$ cat config.mk
export PLATFORM = sky130hd
export DESIGN_NAME = load_store_unit
export DESIGN_NICKNAME = d
export VERILOG_FILES = /design/src/rtl/load_store_unit.sv
export SDC_FILE = /design/constraint.sdc
export NUM_CORES = 1
export LEC_CHECK = 0
export CORE_MARGIN = 1.5
export CORE_UTILIZATION = 41
export DETAILED_ROUTE_END_ITERATION = 8
export DONT_BUFFER_PORTS = 1
export MAX_ROUTING_LAYER = met4
export SYNTH_ARGS = -nofsm -noshare
export SYNTH_HDL_FRONTEND = slang
export SYNTH_SLANG_ARGS = --single-unit
$ cat constraint.sdc
create_clock -name clk -period 4.1 [get_ports clk]
set_input_delay 0.82 -clock clk [delete_from_list [all_inputs] [get_ports clk]]
set_output_delay 0.82 -clock clk [all_outputs]
set_load 0.02 [all_outputs]
$ cat src/rtl/load_store_unit.sv
// Load/store unit: alignment check, one memory handshake per access, store lane
// formation and load extraction. Define LSU_TIMEOUT_EN to build the BUSY watchdog.
module load_store_unit #(
  parameter int TIMEOUT = 255
) (
  input  logic        clk,
  input  logic        rst,
  input  logic        req_valid,
  input  logic        req_we,
  input  logic [2:0]  func3,
  input  logic [31:0] alu_out,
  input  logic [31:0] store_data,
  output logic        req_ready,
  output logic        stall,
  output logic        resp_valid,
  output logic [31:0] load_data,
  output logic        misalign,
  output logic        bus_err,
  output logic        mem_req,
  output logic        mem_we,
  output logic [31:0] mem_addr,
  output logic [3:0]  mem_wstrb,
  output logic [31:0] mem_wdata,
  input  logic        mem_ack,
  input  logic [31:0] mem_rdata,
  output logic [1:0]  dbg_state
);

  // Handshake: a request is taken when req_valid is high while req_ready is
  // high (IDLE); the memory side holds mem_req until the cycle mem_ack is high.
  typedef enum logic [1:0] {IDLE = 2'd0, BUSY = 2'd1, RESP = 2'd2} state_t;

  state_t      state, state_nxt;
  logic        legal, mis_req, accept, go_busy, timeout_hit;
  logic [3:0]  wstrb_nxt;
  logic [31:0] wdata_nxt;
  logic [2:0]  func3_q;
  logic [1:0]  addr_lo_q;
  logic [31:0] shifted, ext_data;

  assign accept    = (state == IDLE) && req_valid;
  assign go_busy   = legal && !mis_req;
  assign stall     = req_valid & ~resp_valid;
  assign dbg_state = state;

  // Request decode on the live inputs; only meaningful while accepting.
  always_comb begin
    legal = req_we ? (!func3[2] && (func3[1:0] != 2'b11))
                   : ((func3 != 3'b011) && (func3 != 3'b110) && (func3 != 3'b111));
    mis_req = legal && (((func3[1:0] == 2'b01) && alu_out[0]) ||
                        ((func3[1:0] == 2'b10) && (alu_out[1:0] != 2'b00)));
    wstrb_nxt = 4'b0000;
    wdata_nxt = 32'h0;
    if (req_we) begin
      unique case (func3[1:0])
        2'b00:   begin wstrb_nxt = 4'b0001 << alu_out[1:0];
                       wdata_nxt = {4{store_data[7:0]}}; end
        2'b01:   begin wstrb_nxt = 4'b0011 << {alu_out[1], 1'b0};
                       wdata_nxt = {2{store_data[15:0]}}; end
        default: begin wstrb_nxt = 4'b1111;
                       wdata_nxt = store_data; end
      endcase
    end
  end

  // Load extraction from the latched address offset and func3.
  always_comb begin
    shifted = mem_rdata >> {addr_lo_q, 3'b000};
    unique case (func3_q)
      3'b000:  ext_data = {{24{shifted[7]}}, shifted[7:0]};
      3'b001:  ext_data = {{16{shifted[15]}}, shifted[15:0]};
      3'b010:  ext_data = mem_rdata;
      3'b100:  ext_data = {24'h0, shifted[7:0]};
      3'b101:  ext_data = {16'h0, shifted[15:0]};
      default: ext_data = 32'h0;
    endcase
  end

  always_ff @(posedge clk or posedge rst) begin
    if (rst) state <= IDLE;
    else     state <= state_nxt;
  end

  always_comb begin
    state_nxt = state;
    unique case (state)
      IDLE:    if (req_valid) state_nxt = go_busy ? BUSY : RESP;
      BUSY:    if (mem_ack || timeout_hit) state_nxt = RESP;
      RESP:    state_nxt = IDLE;
      default: state_nxt = IDLE;
    endcase
  end

  always_comb begin
    req_ready  = (state == IDLE);
    mem_req    = (state == BUSY);
    resp_valid = (state == RESP);
  end

  always_ff @(posedge clk or posedge rst) begin
    if (rst) begin
      func3_q   <= 3'b000;
      addr_lo_q <= 2'b00;
      load_data <= 32'h0;
      misalign  <= 1'b0;
      mem_we    <= 1'b0;
      mem_addr  <= 32'h0;
      mem_wstrb <= 4'b0000;
      mem_wdata <= 32'h0;
    end else begin
      misalign <= accept && mis_req;
      if (accept) begin
        func3_q   <= func3;
        addr_lo_q <= alu_out[1:0];
        load_data <= 32'h0;
        if (go_busy) begin
          mem_addr  <= {alu_out[31:2], 2'b00};
          mem_we    <= req_we;
          mem_wstrb <= wstrb_nxt;
          mem_wdata <= wdata_nxt;
        end
      end else if ((state == BUSY) && mem_ack && !mem_we) begin
        load_data <= ext_data;
      end
    end
  end

`ifdef LSU_TIMEOUT_EN
  logic [7:0] to_cnt;

  // An ack in the same cycle as the limit wins over the abort.
  assign timeout_hit = (state == BUSY) && !mem_ack && (to_cnt == 8'(TIMEOUT - 1));

  always_ff @(posedge clk or posedge rst) begin
    if (rst) begin
      to_cnt  <= 8'h0;
      bus_err <= 1'b0;
    end else begin
      bus_err <= timeout_hit;
      if (accept)                         to_cnt <= 8'h0;
      else if (state == BUSY && !mem_ack) to_cnt <= to_cnt + 8'h1;
    end
  end
`else
  assign timeout_hit = 1'b0;
  assign bus_err     = 1'b0;
`endif

endmodule
=== Yosys cells after proc, flatten, opt, wreduce, memory -nomap -nowiden ===
Index checks and enable logic that the tools add are counted.

* Bits in registers: 107
* Output and inout bits: 109
* Word-level logic and storage cells: 62
* Bits of input ports: 104

* Equal/unequal tests: 14
* Shift operators: 3
* Bitwise gates (word level): 2
* Reductions and logical operators: 22
* Muxes and demuxes: 12

{| class="wikitable"
|+ Operator list
! kind !! number
|-
| 32-bit one-hot mux with 5 select lines || 1
|-
| 32-bit 2-to-1 mux || 3
|-
| 32-bit one-hot mux with 2 select lines || 1
|-
| 32-bit by 5-bit right shift with 16-bit output || 1
|-
| 1-bit logical AND || 11
|-
| 4-bit one-hot mux with 2 select lines || 1
|-
| 3-bit == test, second input constant || 2
|-
| 2-bit 2-to-1 mux || 3
|-
| 3-bit inequality test, second input constant || 2
|-
| 2-bit by 1-bit == test with 1-bit output, second input constant || 2
|-
| 2-bit == test, second input constant || 2
|-
| 2-bit logical NOT || 2
|-
| 4-bit 2-to-1 mux || 1
|-
| 2-bit inequality test, second input constant || 2
|-
| 2-bit one-hot mux with 2 select lines || 1
|-
| 2-bit AND reduction || 2
|-
| 2-bit nonzero test || 2
|-
| 1-bit by 2-bit left shift with 4-bit output, first input constant || 1
|-
| 2-bit by 2-bit left shift with 4-bit output, first input constant || 1
|-
| 3-bit by 1-bit == test with 1-bit output, second input constant || 1
|-
| 3-bit by 2-bit == test with 1-bit output, second input constant || 1
|-
| 1-bit logical NOT || 3
|-
| 3-bit logical NOT || 1
|-
| 3-bit by 2-bit inequality test with 1-bit output, second input constant || 1
|-
| 5 further kinds || 5
|}

=== Longest topological paths before layout ===
* Word-level depth: 10
* Depth in mapped cells: 7
* Mapped depth without buffers: 4

=== Least setup slack after synthesis ===
Ideal clock, no wire load.

* Kind: input port to flip-flop
* Start: input func3[0]
* End: register mem_addr[22]
* Stages: 7
* Data arrival time: 2233 ps
* Library setup time: 125 ps
* Buffers on the path: 3
* Setup slack: 1742 ps
* Required time: 3975 ps
* Cells stage by stage: clkbuf_1 > nor2b_1 > a22o_1 > buf_2 > nor2_2 > buf_2 > mux2_2

* Word-level cells in the longest chain between the ends: 8
* Elaborated cells between the ends (all ways): 17
* Classes of those cells: 6 x eq/ne; 1 x mux; 10 x reduce/logical

{| class="wikitable"
|+ RTL lines
! item !! RTL line !! RTL
|-
| start, declared || 10 || <nowiki>input logic [2:0] func3,</nowiki>
|-
| 3-bit by 2-bit inequality test with 1-bit output or 3-bit inequality test (tied branches) || 49 || <nowiki>: ((func3 != 3'b011) && (func3 != 3'b110) && (func3 != 3'b111));</nowiki>
|-
| 1-bit logical AND (2 in a row) || 49 ||
|-
| 1-bit 2-to-1 mux || 48 || <nowiki>legal = req_we ? (!func3[2] && (func3[1:0] != 2'b11))</nowiki>
|-
| 1-bit logical AND || 50 || <nowiki>mis_req = legal && (((func3[1:0] == 2'b01) && alu_out[0]) ||</nowiki>
|-
| 1-bit logical NOT || 42 || <nowiki>assign go_busy = legal && !mis_req;</nowiki>
|-
| 1-bit logical AND * || 42 ||
|-
| 2-bit AND reduction (no source line) * || n/a ||
|-
| end signal, assigned || 117 || <nowiki>mem_addr <= {alu_out[31:2], 2'b00};</nowiki>
|-
| end, declared || 21 || <nowiki>output logic [31:0] mem_addr,</nowiki>
|}

Mark *: on every way between the ends. The rest lies on a longest branch, timed or not.
A chain may end at the register's enable or synchronous reset.

=== Worst setup path in the final report ===
* Start: register addr_lo_q[1]
* End: register load_data[16]

* Word-level cells in the longest chain between the ends: 4

{| class="wikitable"
|+ RTL lines
! item !! RTL line !! RTL
|-
| start, declared || 38 || <nowiki>logic [1:0] addr_lo_q;</nowiki>
|-
| start signal, assigned || 114 || <nowiki>addr_lo_q <= alu_out[1:0];</nowiki>
|-
| 32-bit by 5-bit right shift with 16-bit output || 68 || <nowiki>shifted = mem_rdata >> {addr_lo_q, 3'b000};</nowiki>
|-
| 32-bit one-hot mux with 5 select lines || 69 || <nowiki>unique case (func3_q)</nowiki>
|-
| 32-bit 2-to-1 mux || 122 || <nowiki>end else if ((state == BUSY) && mem_ack && !mem_we) begin</nowiki>
|-
| 32-bit 2-to-1 mux || 112 || <nowiki>if (accept) begin</nowiki>
|-
| end signal, assigned || 123 || <nowiki>load_data <= ext_data;</nowiki>
|-
| end, declared || 16 || <nowiki>output logic [31:0] load_data,</nowiki>
|}

No other way between the ends. The select of a mux whose other input is x is not followed.

==> load_flow_metrics.sql <==
INSERT INTO impl_metrics (metric_group, metric, value, unit) VALUES
('synthesis', 'number_of_enable_type_register_cells_in_the_synthesized_netlist', '0', ''),
('die', 'initial_utilization', '42.7', '%'),
('global_routing', 'grt_first_pass_wirelength', '20600', 'um'),
('cells_and_area', 'layout-drive-gt1-share', '16.5', '%'),
('power_and_ir_drop', 'power.switching_fraction', '37.3', '%'),
('synthesis', 'synth_simple_gate_area_share', '6.75', '%'),
('synthesis', 'primary_flip_flop_cell_chosen_by_synthesis_mapping', 'dfrtp_1', ''),
('power_and_ir_drop', 'total_power', '3480', 'uW'),
('global_routing', 'grt_max_degree', '82', ''),
('power_and_ir_drop', 'switchingPower', '1300', 'uW'),
('sta', 'unrepaired_setup_endpoints_after_global_routing', 'no', ''),
('run_status', 'status', 'finished clean', ''),
('cells_and_area', 'area_delta_synth_final', '7.16', '%'),
('routing', 'drt-vias-per-instance', '6.17', ''),
('power_and_ir_drop', 'leak_pwr', '0.00235', 'uW'),
('cts', 'numClockSinks', '107', ''),
('cts', 'cts_root_buf', 'clkbuf_16', ''),
('sta', 'finalMaxSlewViolations', '0', ''),
('power_and_ir_drop', 'power_density', '625', 'mW/mm2'),
('power_and_ir_drop', 'power_report.internal_total', '2180', 'uW'),
('synthesis', 'synth_area_leader_cell', 'dfrtp_1', ''),
('placement', 'place.gp.congestion', '0.836', ''),
('cts', 'clkLatencyLatePin', '0.35', 'ns'),
('routing', 'antenna_violating_nets_post_route', '0', ''),
('cts', 'post_cts_hold_buffer_count', '0', ''),
('setup_path', 'timing.critical_path.required', '4.38', 'ns'),
('die', 'number_of_primary_i_o_pins', '213', ''),
('synthesis', 'synth_seq_cells', '107', ''),
('synthesis', 'synthesized_area_per_cell', '11.4', 'um2'),
('cts', 'cts_inserted_buffers', '9', ''),
('sta', 'maxSlewHeadroom', '28.8', '%'),
('routing', 'vias', '3690', ''),
('synthesis', 'synth.area.top_cells', 'dfrtp_1 52%, mux2_2 6.9%, mux2i_1 6.0%', ''),
('setup_path', 'data_arrival_at_the_endpoint_of_the_critical_path', '2.86', 'ns'),
('power_and_ir_drop', 'power.combinational.fraction', '17.0', '%'),
('cells_and_area', 'register_area', '0.00268', 'mm2'),
('cells_and_area', 'post-route-cell-area', '0.00556', 'mm2'),
('global_routing', 'first_global_vias', '3785', ''),
('cells_and_area', 'antenna-diode-count', '0', ''),
('synthesis', 'postSynth.asyncResetShare', '100', '%'),
('sta', 'achievable-frequency', '387', 'MHz'),
('synthesis', 'netlist_instances', '455', ''),
('cells_and_area', 'fillCellCount', '1163', ''),
('setup_path', 'critical_path.max_fanout', '28', ''),
('setup_path', 'r2r_slack', '1.51', 'ns'),
('power_and_ir_drop', 'vdd_drop_max', '0.230', 'mV'),
('sta', 'final.setup.worst_slack', '1.51', 'ns'),
('placement', 'dpl_cell_area', '0.00524', 'mm2'),
('routing', 'drt_pre_antenna_iters', '4', ''),
('sta', 'setup_total_negative_slack', '0', 'ns'),
('synthesis', 'synth_top_area_share', '51.6', '%'),
('routing', 'route.final.wire_length', '13400', 'um'),
('power_and_ir_drop', 'clock_power_share', '26.6', '%'),
('die', 'die_height', '115', 'um'),
('synthesis', 'synth-adder-area-share', '0', '%'),
('cells_and_area', 'post_layout_net_count', '529', ''),
('global_routing', 'overflow', '0', ''),
('setup_path', 'timing.rr.start', 'addr_lo_q[1]$_DFFE_PP0P_', ''),
('sta', 'fin_crit_sh', '63.0', '%'),
('flow_run', 'drv_cap', '0', ''),
('synthesis', 'main_combinational_cell_family_by_area_after_synthesis', 'compound AO/OA/AOI/OAI gates', ''),
('sta', 'skew', '0.00940', 'ns'),
('placement', 'detailed_place_hpwl', '9300', 'um'),
('cts', 'postCtsResizedCells', '0', ''),
('cells_and_area', 'multi_input_comb_area', '0.00230', 'mm2'),
('cts', 'clkSlewWorstSetupHoldPaths', '0.08', 'ns'),
('cts', 'postCtsSetupRepairBufs', '0', ''),
('global_routing', 'grt_antenna_before_repair', '0', ''),
('routing', 'drt_iter0_markers', '234', ''),
('sta', 'min_period', '2.59', 'ns'),
('synthesis', 'synth.yosys.seq_area_share', '51.6', '%');
layout make-up:
type | count | area share, %
clock buffer | 13 | 5.04
sequential | 107 | 48.2
tap | 168 | 3.78
multi-input combinational | 299 | 41.4
timing repair buffer | 4 | 0.540
clock inverter | 3 | 0.788
inverter | 4 | 0.315
power groups by stage:
stage / combinational (uW) / clock (uW) / sequential, uW
global placement: 573 / 0 / 1970
CTS: 598 / 949 / 1970
global route: 674 / 1000 / 2010
finish: 592 / 925 / 1960
floorplan: 581 / 0 / 1840
detailed placement: 598 / 0 / 1980
routing by layer:
| metal | routed length, um | GRT usage [%] |
|---|---|---|
| met2 | 6090 | 30.1 |
| met5 | 0 | - |
| met3 | 1300 | 6.33 |
| met4 | 304 | 8.48 |
| met1 | 5720 | 27.3 |
kinds of logic (layout without fill, tap and decap cells):
| logic type | after synthesis | count (layout) |
|---|---|---|
| other cells | 1 | 3 |
| simple gates | 63 | 63 |
| compound gates | 162 | 162 |
| buf+inv | 51 | 24 |
| xor+xnor | 1 | 1 |
| flops | 107 | 107 |
| mux | 70 | 70 |
per-stage QoR:
step / instances / util [%] / hold WS, ns
after floorplan: 457 / - / 0.565
after global placement: 582 / 43.1 / 0.603
after detailed placement: 582 / 43.1 / 0.590
after CTS: 598 / 45.7 / 0.564
after global routing: 598 / 45.7 / 0.585
final: 598 / 45.7 / 0.563
cells in the final DEF, fill, tap and decap left out, types with 2 or more instances in the layout:
master and n:
dfrtp_1 107, o21ai_0 56, mux2_2 32, mux2i_1 31, nand2_1 27, o31ai_1 18
o41ai_1 17, a221o_1 15, a211oi_1 14, nor2b_1 11, a21oi_1 11, nor2_1 9
a22oi_1 9, clkbuf_16 9, a221o_2 8, o2bb2ai_1 7, mux2_1 5, clkbuf_8 4
buf_4 4, nand3b_1 3, nand2b_1 3, conb_1 3, mux4_2 2, inv_1 2
a22o_1 2
sequential cells by signal (all words and copies together) (netlist names):
signal and flops:
addr_lo_q 2, dbg_state 2, func3_q 3, load_data 32, mem_addr 30, mem_wdata 32, mem_we 1, mem_wstrb 4
misalign 1
critical path, stage by stage, from the launching register on:
cell and delay (ns):
dfrtp_1 1.02, mux2i_1 0.20, o211a_1 0.28, nor4_4 0.79, a221o_2 0.23
synthesized netlist by cell type, types with 2 or more instances:
cell,number
a22o_1,3
a221o_1,15
mux2_2,32
nand3b_1,3
clkbuf_1,34
a211oi_1,14
buf_1,3
nand2_1,27
nor2b_1,11
a22oi_1,9
mux2i_1,31
mux2_1,5
nor2_1,9
o2bb2ai_1,7
a21oi_1,11
o21ai_0,56
inv_1,3
buf_4,3
o41ai_1,17
buf_2,5
o31ai_1,18
nand2b_1,3
buf_6,2
a221o_2,8
dfrtp_1,107
mux4_2,2
how the worst max path moves through the flow:
stage                     cells past startpoint                        end                startpoint  slack, ns
final                                         4  load_data[16]$_DFFE_PP0P_  addr_lo_q[1]$_DFFE_PP0P_       1.51
after global routing                          5   mem_addr[13]$_DFFE_PP0P_  dbg_state[0]$_DFFE_PP0P_       1.32
after CTS                                     4  load_data[17]$_DFFE_PP0P_  addr_lo_q[1]$_DFFE_PP0P_       1.48
after detailed placement                      5   mem_addr[13]$_DFFE_PP0P_                 req_valid       1.32
after global placement                        5   mem_addr[12]$_DFFE_PP0P_                 req_valid       1.37
after floorplan                               1   addr_lo_q[0]$_DFFE_PP0P_                       rst       0.46
Note: power is estimated with default switching activity, not from simulation.
